### src/rtl/uart_cmd_sequencer.sv
// rtl/uart_cmd_sequencer.sv - assembles 5-byte UART command packets into held register-write requests
module uart_cmd_sequencer #(
  parameter logic [7:0] HEADER         = 8'hA5,
  parameter int         TIMEOUT_CYCLES = 1_000_000
) (
  input  logic        clk_i,
  input  logic        rst_ni,
  input  logic [8:0]  frame_i,
  input  logic        frame_valid_i,
  output logic        wr_req_o,
  output logic [7:0]  wr_addr_o,
  output logic [15:0] wr_data_o,
  input  logic        wr_ack_i,
  output logic        err_o,
  output logic [1:0]  err_code_o,
  output logic        busy_o,
  output logic [7:0]  pkt_count_o
);

  typedef enum logic [2:0] {
    S_IDLE,
    S_ADDR,
    S_DHI,
    S_DLO,
    S_CHK,
    S_WRITE
  } state_e;

  localparam logic [1:0]  ERR_OVERRUN  = 2'b00;
  localparam logic [1:0]  ERR_FRAME    = 2'b01;
  localparam logic [1:0]  ERR_CHECKSUM = 2'b10;
  localparam logic [1:0]  ERR_TIMEOUT  = 2'b11;
  localparam logic [23:0] TCNT_LAST    = 24'(TIMEOUT_CYCLES - 1);

  state_e      state_q;
  logic [7:0]  addr_q;
  logic [7:0]  dhi_q;
  logic [7:0]  dlo_q;
  logic [23:0] tcnt_q;
  logic        wr_req_q;
  logic        err_q;
  logic [1:0]  err_code_q;
  logic        busy_q;
  logic [7:0]  pkt_count_q;

  logic       good_frame;
  logic [7:0] rx_byte;

  assign rx_byte    = frame_i[7:0];
  assign good_frame = frame_valid_i && !frame_i[8];

  always_ff @(posedge clk_i or negedge rst_ni) begin
    if (!rst_ni) begin
      state_q     <= S_IDLE;
      addr_q      <= '0;
      dhi_q       <= '0;
      dlo_q       <= '0;
      tcnt_q      <= '0;
      wr_req_q    <= 1'b0;
      err_q       <= 1'b0;
      err_code_q  <= '0;
      busy_q      <= 1'b0;
      pkt_count_q <= '0;
    end else begin
      err_q <= 1'b0;
      case (state_q)
        S_IDLE: begin
          if (good_frame && rx_byte == HEADER) begin
            state_q <= S_ADDR;
            busy_q  <= 1'b1;
            tcnt_q  <= '0;
          end
        end
        S_ADDR, S_DHI, S_DLO, S_CHK: begin
          // An arriving frame always beats a coinciding timeout.
          if (frame_valid_i) begin
            tcnt_q <= '0;
            if (frame_i[8]) begin
              state_q    <= S_IDLE;
              busy_q     <= 1'b0;
              err_q      <= 1'b1;
              err_code_q <= ERR_FRAME;
            end else begin
              case (state_q)
                S_ADDR: begin addr_q <= rx_byte; state_q <= S_DHI; end
                S_DHI:  begin dhi_q  <= rx_byte; state_q <= S_DLO; end
                S_DLO:  begin dlo_q  <= rx_byte; state_q <= S_CHK; end
                default: begin
                  if (rx_byte == (addr_q ^ dhi_q ^ dlo_q)) begin
                    state_q  <= S_WRITE;
                    wr_req_q <= 1'b1;
                  end else begin
                    state_q    <= S_IDLE;
                    busy_q     <= 1'b0;
                    err_q      <= 1'b1;
                    err_code_q <= ERR_CHECKSUM;
                  end
                end
              endcase
            end
          end else if (tcnt_q == TCNT_LAST) begin
            state_q    <= S_IDLE;
            busy_q     <= 1'b0;
            tcnt_q     <= '0;
            err_q      <= 1'b1;
            err_code_q <= ERR_TIMEOUT;
          end else begin
            tcnt_q <= tcnt_q + 24'd1;
          end
        end
        S_WRITE: begin
          // Frames here are dropped; a simultaneous ack still completes.
          if (frame_valid_i) begin
            err_q      <= 1'b1;
            err_code_q <= ERR_OVERRUN;
          end
          if (wr_ack_i) begin
            state_q     <= S_IDLE;
            busy_q      <= 1'b0;
            wr_req_q    <= 1'b0;
            pkt_count_q <= pkt_count_q + 8'd1;
          end
        end
        default: begin
          state_q  <= S_IDLE;
          busy_q   <= 1'b0;
          wr_req_q <= 1'b0;
        end
      endcase
    end
  end

  assign wr_req_o    = wr_req_q;
  assign wr_addr_o   = addr_q;
  assign wr_data_o   = {dhi_q, dlo_q};
  assign err_o       = err_q;
  assign err_code_o  = err_code_q;
  assign busy_o      = busy_q;
  assign pkt_count_o = pkt_count_q;

endmodule

### config.mk
export PLATFORM = sky130hd
export DESIGN_NAME = uart_cmd_sequencer
export DESIGN_NICKNAME = d
export VERILOG_FILES = /design/src/rtl/uart_cmd_sequencer.sv
export SDC_FILE = /design/constraint.sdc
export NUM_CORES = 1
export LEC_CHECK = 0
export CAP_MARGIN = 20
export CORE_MARGIN = 2
export CORE_UTILIZATION = 33
export CTS_CLUSTER_SIZE = 24
export DETAILED_ROUTE_END_ITERATION = 12
export HOLD_SLACK_MARGIN = 0.1
export PLACE_DENSITY = 0.58
export SYNTH_ARGS = -nofsm -noshare
export SYNTH_HDL_FRONTEND = slang
export SYNTH_SLANG_ARGS = --single-unit
### constraint.sdc
create_clock -name clk_i -period 4.53 [get_ports clk_i]
set_input_delay 1.1325 -clock clk_i [delete_from_list [all_inputs] [get_ports clk_i]]
set_output_delay 1.1325 -clock clk_i [all_outputs]
set_load 0.02 [all_outputs]
==> impl_results.md, run 1 <==
* CTS tree: built
* Delay-heaviest family, CP: simple AND/OR/NAND/NOR gates
* Vias per inst at roughly 5.1
* # setup viols final at 0
* Worst r2r src: tcnt_q[0]
* Post-layout util at 0.425
* Initial antenna violation count at 0
* Largest family of logic cells by synthesized area: simple AND/OR/NAND/NOR gates
* Worst-path clk slew at approximately 0.08 ns
* DP Area at 0.00399 mm^2
* RR Endpoint: tcnt_q[9]
* Cells after DPL at just under 500
* Max-slew violations at 0
* Num CTS Buffers at 9
* RSZ-0062 raised after global routing: no
* Mapped Nets at ~340
* Max frequency at approximately 340 MHz
* Synthesis-to-layout area growth at 23.8%
* Total number of vias at 2631
* Area share of and/or/nand/nor cells after synthesis at 0.182
* WHS Path Cells at 1
* Worst Setup Path Type: in -> reg
* Postcts setup bufs at 0
* # DRC at 0
* Pleak at 1.73 nW
* Netlist Area Pre-Place at 0.00338 mm^2
* Mux contribution to synthesized area at 0.0861
* Hold buffers post-CTS at 0
* Critical Path Max Stage Delay at a little over 0.6 ns
* Yosys warns at 0
* FFs w/ async S/R, synth at 1.00
* Power Dens Cells at 563 mW/mm^2
* Grt met2 use at 0.218
* # diodes at 0
* Mapped Cells at 322
* Worst-path cell with the longest stage delay: or4b_1
* Xor/xnor share of the synthesized area at 0.0802
* Crit path DAT at 3.19 ns
* Crit path from: frame_i[1]
* H-tree levels at 3
* Clock sink total at between 60 and 70
* Fill count at 921
* HPWL after DPL at roughly 5000 um
* Ys flop type: dfrtp_1
* Post-Synth Adder-Cell Area at 0.00739
* Routability cong. at 0.838
* Nets at around 390
* Mean Syn Cell Area at 10.5 um^2
* IO buf count at between 40 and 50
* Root Buffer: clkbuf_8
* Chip width at 105 um
* Distinct cell type count after synthesis at 55
* Setup crit end: tcnt_q[9]
* Non-filler cells, final at ~510
* Drt pass-1 iters at 5
* Peak supply drop at 0.263 mV
* Worst reg-to-reg path cell count at 6
* Largest net degree at the start of global routing at 42
* Vias in the first global route at around 2.6k
* Max-cap violations at 0
* Ports at 50
* CP Data Required Time at ~4.8 ns
* Die area at 0.0111 mm^2
* Multi-input logic area at 0.00170 mm^2
* Synth top area cells: dfrtp_1 (47%), mux2_2 (8.3%), xnor2_1 (5.7%)
* Startpoint Class: input pin
* EDFF count, synth at 0
* Clk buf depth at 2
* DR WL/cell at 14.4 um
* Register area share after synthesis at 0.473
* Crit. path cell count at 7
* Final min period at 2.95 ns
* Peak-usage layer in the global routing report: met2
* Initial core utilization at 0.343
* FF/Latch Area at 0.00160 mm^2
* Least-Margin Pin Slew at a little over 0.9 ns
* Compound-cell area share of the yosys netlist at 0.146
* Status: finished clean
* Setup_tns at 0 ns
* Congestion Overflow GR at 0
* Rows at 36
* Final Hold Fails at 0
* Worst-Skew Late Latency at 0.34 ns
* Worst Skew at 0.0122 ns
* HP Class: reg -> reg
* Aggregate routed wire length at 7380 um
* Period Utilization, post-route at 0.651
* Die Y at about 110 um
* Antenna Nets Post-Route at 0
* Layout cells sized above 1 at 0.148
* Yosys top cell by area: dfrtp_1
* Max-Slew Margin vs Limit at 0.385
* Worst path buffer plus inverter count at 2
* Worst hold margin at 0.468 ns
* Post-route cell area at 0.00419 mm^2
* Met3 Track Usage GR at 0.0328
* Worst Setup End Kind: flop
* Max FO, Critical Path at 24
* First-pass GRT wire length at ~13000 um
* Setup slack, reg-to-reg at 2.08 ns
* Critical Path, Cell by Cell: clkdlybuf4s50_1 -> or4b_1 -> nor3_2 -> o21ai_1 -> buf_4 -> o21bai_1 -> a22o_1
* Top cell type's share of synthesized area at 0.473
* DRT iter0 DRCs at 150
* Post-cts gate resize count at 0
* Met1 Usage GRT at 0.197
* Yosys reg bits at 64
* Core footprint at 0.00986 mm^2
* GRT Overall Usage at 0.143
-- logic make-up after synthesis --
| kind of cell | count (synthesis) |
|---|---|
| AO/OA/AOI/OAI | 75 |
| flip-flops | 64 |
| XOR/XNOR | 31 |
| adder cells (fa/ha/maj) | 2 |
| AND/OR/NAND/NOR | 106 |
| buffers and inverters | 18 |
| multiplexers | 26 |
-- report_power, final --
group	internal, mW	switching (mW)
Clock	0.254	0.244
Sequential	0.705	0.145
Combinational	0.500	0.510
Total	1.46	0.898
-- registers in the layout, summed over array words and instances (netlist names) --
signal and flops:
dhi_q 8, pkt_count_o 8, wr_addr_o 8, err_code_o 2
dlo_q 8, tcnt_q 24, wr_req_o 1, state_q 3
err_o 1, busy_o 1
-- layer usage --
metal	up-vias	wire [um]	part of all wire
met1	1293	3710	0.50
met3	4	250	0.034
met4	0	78	0.011
met5	-	0	0
met2	48	3340	0.45
li1	1286	-	-
-- cell type report --
cell class                      count  share of cell area
Multi-Input combinational cell    240               0.405
Sequential cell                    64               0.382
Timing Repair Buffer               52               0.121
Tap cell                          133              0.0397
Clock buffer                        9              0.0296
Clock inverter                      7              0.0173
Inverter                            6             0.00537
-- synthesized netlist by cell type (all sizes together) (2+ instances only) --
library cell / number
nand4: 9
dfrtp: 64
nor4: 8
a21oi: 6
or3: 2
and2: 2
inv: 5
clkbuf: 4
o31ai: 8
nand2: 25
nor2: 17
o21bai: 4
nor2b: 7
xor2: 9
ha: 2
a22o: 2
buf: 8
and3: 11
a31oi: 7
a211o: 2
o211ai: 2
mux2: 25
o21ai: 36
nor3: 6
nand3: 13
xnor2: 22
-- metrics by stage --
step	worst slack [ns]	total power, mW
final	1.58	2.36
after global routing	1.51	2.51
after CTS	1.59	2.39
after detailed placement	1.21	1.88
after global placement	1.24	1.87
after floorplan	1.97	1.49
-- cells in the final DEF, fill, tap and decap left out, types with 2 or more instances in the layout --
cell type / netlist / layout
dfrtp_1: 64 / 64
clkdlybuf4s50_1: 0 / 48
o21ai_1: 29 / 29
nand2_1: 25 / 25
mux2_2: 25 / 25
xnor2_1: 22 / 22
nor2_1: 17 / 17
nand3_1: 11 / 11
and3_1: 10 / 10
xor2_1: 9 / 9
nand4_1: 9 / 9
clkbuf_8: 0 / 9
o31ai_1: 8 / 8
nor2b_1: 7 / 7
a31oi_1: 7 / 7
nor4_1: 6 / 6
a21oi_1: 6 / 6
o21ai_0: 6 / 6
inv_1: 5 / 5
nor3_1: 4 / 4
o21bai_1: 4 / 4
buf_4: 2 / 3
nand3_4: 2 / 2
and2_1: 2 / 2
a211o_1: 2 / 2
a22o_1: 2 / 2
ha_1: 2 / 2
clkinv_4: 0 / 2
clkinvlp_4: 0 / 2
clkinv_2: 0 / 2
-- how the worst min path moves through the flow --
stage	startpoint	to	slack [ns]
after floorplan	tcnt_q[18]	tcnt_q[18]	0.45
after global placement	pkt_count_o[7]	pkt_count_o[7]	0.46
after detailed placement	pkt_count_o[7]	pkt_count_o[7]	0.47
after CTS	pkt_count_o[7]	pkt_count_o[7]	0.48
after global routing	pkt_count_o[7]	pkt_count_o[7]	0.51
final	pkt_count_o[7]	pkt_count_o[7]	0.47
Note: power is estimated with default switching activity, not from simulation.
==> inputs of run 2 (changes only) <==
- PLACE_DENSITY: 0.58 -> 0.6
- clock period: 4.53 -> 2.4 ns (I/O delays scaled with it)
==> impl_results.md, run 2 (synthesized netlist as in run 1, its figures left out) <==
* Status: finished clean (unchanged)
* Max-cap violations at 0 (unchanged)
* Final Hold Fails at 0 (unchanged)
* Max reg flops at 24 (unchanged)
* Peak supply drop at 0.666 mV (was 0.263 mV)
* Final min period at 2.23 ns
* Period Utilization, post-route at 0.931
* Total number of vias at 2766 (was 2631)
* HPWL after DPL at 5440 um (was 5100 um)
* DRT iter0 DRCs at 160 (was 150)
* # DRC at 0 (unchanged)
* Startpoint Class: input pin (unchanged)
* HP Class: in -> async (was reg -> reg)
* IO buf count at 49 (unchanged)
* Worst-path clk slew at 0.08 ns (about the same)
* Worst Setup End Kind: flop (unchanged)
* Most frequent cells in the layout: dfrtp_1 (64), clkdlybuf4s50_1 (48), o21ai_1 (29), buf_4 (29) (was dfrtp_1 (64), clkdlybuf4s50_1 (48), o21ai_1 (29))
* Max-slew violations at 0 (unchanged)
* Initial antenna violation count at 0 (unchanged)
* CTS tree: built (unchanged)
* Clock sink total at 64 (unchanged)
* Commonest non-fill, non-tap cell in the layout: dfrtp_1 (unchanged)
* Aggregate routed wire length at 7680 um (was 7380 um)
* Synthesis-to-layout area growth at 32.9% (was 23.8%)
* Drt pass-1 iters at 4 (was 5)
* Die Y at 105 um (unchanged)
* Antenna Nets Post-Route at 0 (unchanged)
* Comb pwr share at 0.440 (was 0.429)
* Pwr Total at 4.75 mW (was 2.36 mW)
* Die area at 0.0111 mm^2 (unchanged)
* Fill count at 925 (was 921)
* Crit path DAT at 2.47 ns (was 3.19 ns)
* GRT Overall Usage at 0.147 (was 0.143)
* DR WL/cell at 14.2 um (was 14.4 um)
* Max FO, Critical Path at 3 (was 24)
* Hold buffers post-CTS at 0 (unchanged)
* Ports at 50 (unchanged)
* Switching pwr at 1.72 mW (was 0.898 mW)
* # diodes at 0 (unchanged)
* Congestion Overflow GR at 0 (unchanged)
* RSZ-0062 raised after global routing: no (unchanged)
* First-pass GRT wire length at 13300 um (was 12800 um)
* Switching Share at 0.362 (was 0.381)
* CP Data Required Time at 2.63 ns (was 4.77 ns)
* H-tree levels at 3 (unchanged)
* Worst r2r src: tcnt_q[0] (unchanged)
* Pint at 3.03 mW (was 1.46 mW)
* Register with the most flip-flops: tcnt_q (unchanged)
* Clock power frac at 0.226 (was 0.211)
* Root Buffer: clkbuf_8 (unchanged)
* Worst Setup Path Type: in -> reg (unchanged)
* Setup_tns at 0 ns (unchanged)
* Chip width at 105 um (unchanged)
* Max-Slew Margin vs Limit at 0.611 (was 0.385)
* Layout cells sized above 1 at 0.211 (was 0.148)
* Power Dens Cells at 1060 mW/mm^2 (was 563 mW/mm^2)
* Vias in the first global route at 2757 (was 2602)
* Crit path from: frame_i[2] (was frame_i[1])
* Worst hold margin at 0.250 ns (was 0.468 ns)
* Worst Skew at 0.00918 ns (was 0.0122 ns)
* Initial core utilization at 0.343 (unchanged)
* Least-Margin Pin Slew at 0.584 ns (was 0.923 ns)
* Routability cong. at 0.792 (was 0.838)
* Core footprint at 0.00986 mm^2 (unchanged)
* # setup viols final at 0 (unchanged)
* Post-layout util at 0.456 (was 0.425)
* Nets at 418 (was 388)
* Pleak at 1.91 nW (was 1.73 nW)
* Num CTS Buffers at 9 (unchanged)
* Largest net degree at the start of global routing at 41 (was 42)
* Clk buf depth at 2 (unchanged)
* Seq pwr share at 0.334 (was 0.360)
* Worst-Skew Late Latency at 0.34 ns (about the same)
* Vias per inst at 5.11 (was 5.15)
* Post-cts gate resize count at 0 (unchanged)
* Rows at 36 (unchanged)
* Max frequency at between 400 and 500 MHz
[run 2: cell count changes in the layout (fill, tap and decap cells not counted), sizes merged]
cell,previous run,this run
buf,4,34
clkinv,5,3
bufinv,1,2
clkbuf,9,10
[run 2: worst paths after layout]
kind	endpoint	slack, ns	cells past startpoint
worst max-delay path	err_code_o[1]	0.17	9
worst max register to register	tcnt_q[22]	0.20	8
max in group asynchronous	state_q[1]	1.53	2
worst min-delay path	wr_addr_o[2]	0.25	1
worst min register to register	pkt_count_o[7]	0.49	1
min in group clk_i	pkt_count_o[7]	0.49	1
[run 2: power groups by stage]
stage | sequential [mW] | combinational (mW) | clock [mW]
global placement | 1.60 | 2.05 | 0
CTS | 1.59 | 2.07 | 1.11
floorplan | 1.82 | 0.993 | 0
detailed placement | 1.61 | 2.07 | 0
finish | 1.59 | 2.09 | 1.07
global route | 1.63 | 2.26 | 1.15
[run 2: stage by stage]
stage          setup WS (ns)  cells  cell area (um^2)
6_report               0.165    541              4500
5_1_grt               0.0597    541              4500
4_1_cts                0.159    538              4460
3_5_place_dp          -0.204    522              4230
3_3_place_gp          -0.139    522              4230
2_1_floorplan          0.370    322              3380
[run 2: area by class of cell]
| cell class | count | area (um^2) | area share |
|---|---|---|---|
| Timing Repair Buffer | 82 | 783 | 0.174 |
| Clock inverter | 6 | 92.6 | 0.0206 |
| Inverter | 6 | 22.5 | 0.00501 |
| Multi-Input combinational cell | 240 | 1700 | 0.377 |
| Clock buffer | 10 | 138 | 0.0306 |
| Sequential cell | 64 | 1600 | 0.356 |
| Tap cell | 133 | 166 | 0.0370 |
[run 2: worst max-delay path: stages]
cell and delay (ns):
clkdlybuf4s50_1 0.48, buf_4 0.12, xor2_1 0.17, xnor2_1 0.10
nor4_1 0.34, buf_4 0.19, nand2_1 0.09, nor3b_1 0.15
o31a_1 0.23
[run 2: per-layer routing]
metal | track usage | part of all wire
met5 | 0 | 0
met2 | 0.235 | 0.47
met1 | 0.197 | 0.47
met3 | 0.0315 | 0.049
met4 | 0.0495 | 0.0094
[run 2: what timing repair did]
action	CTS	global route
endpoints found under the hold margin	0	0
setup endpoints to repair	0	1
setup buffers	0	3
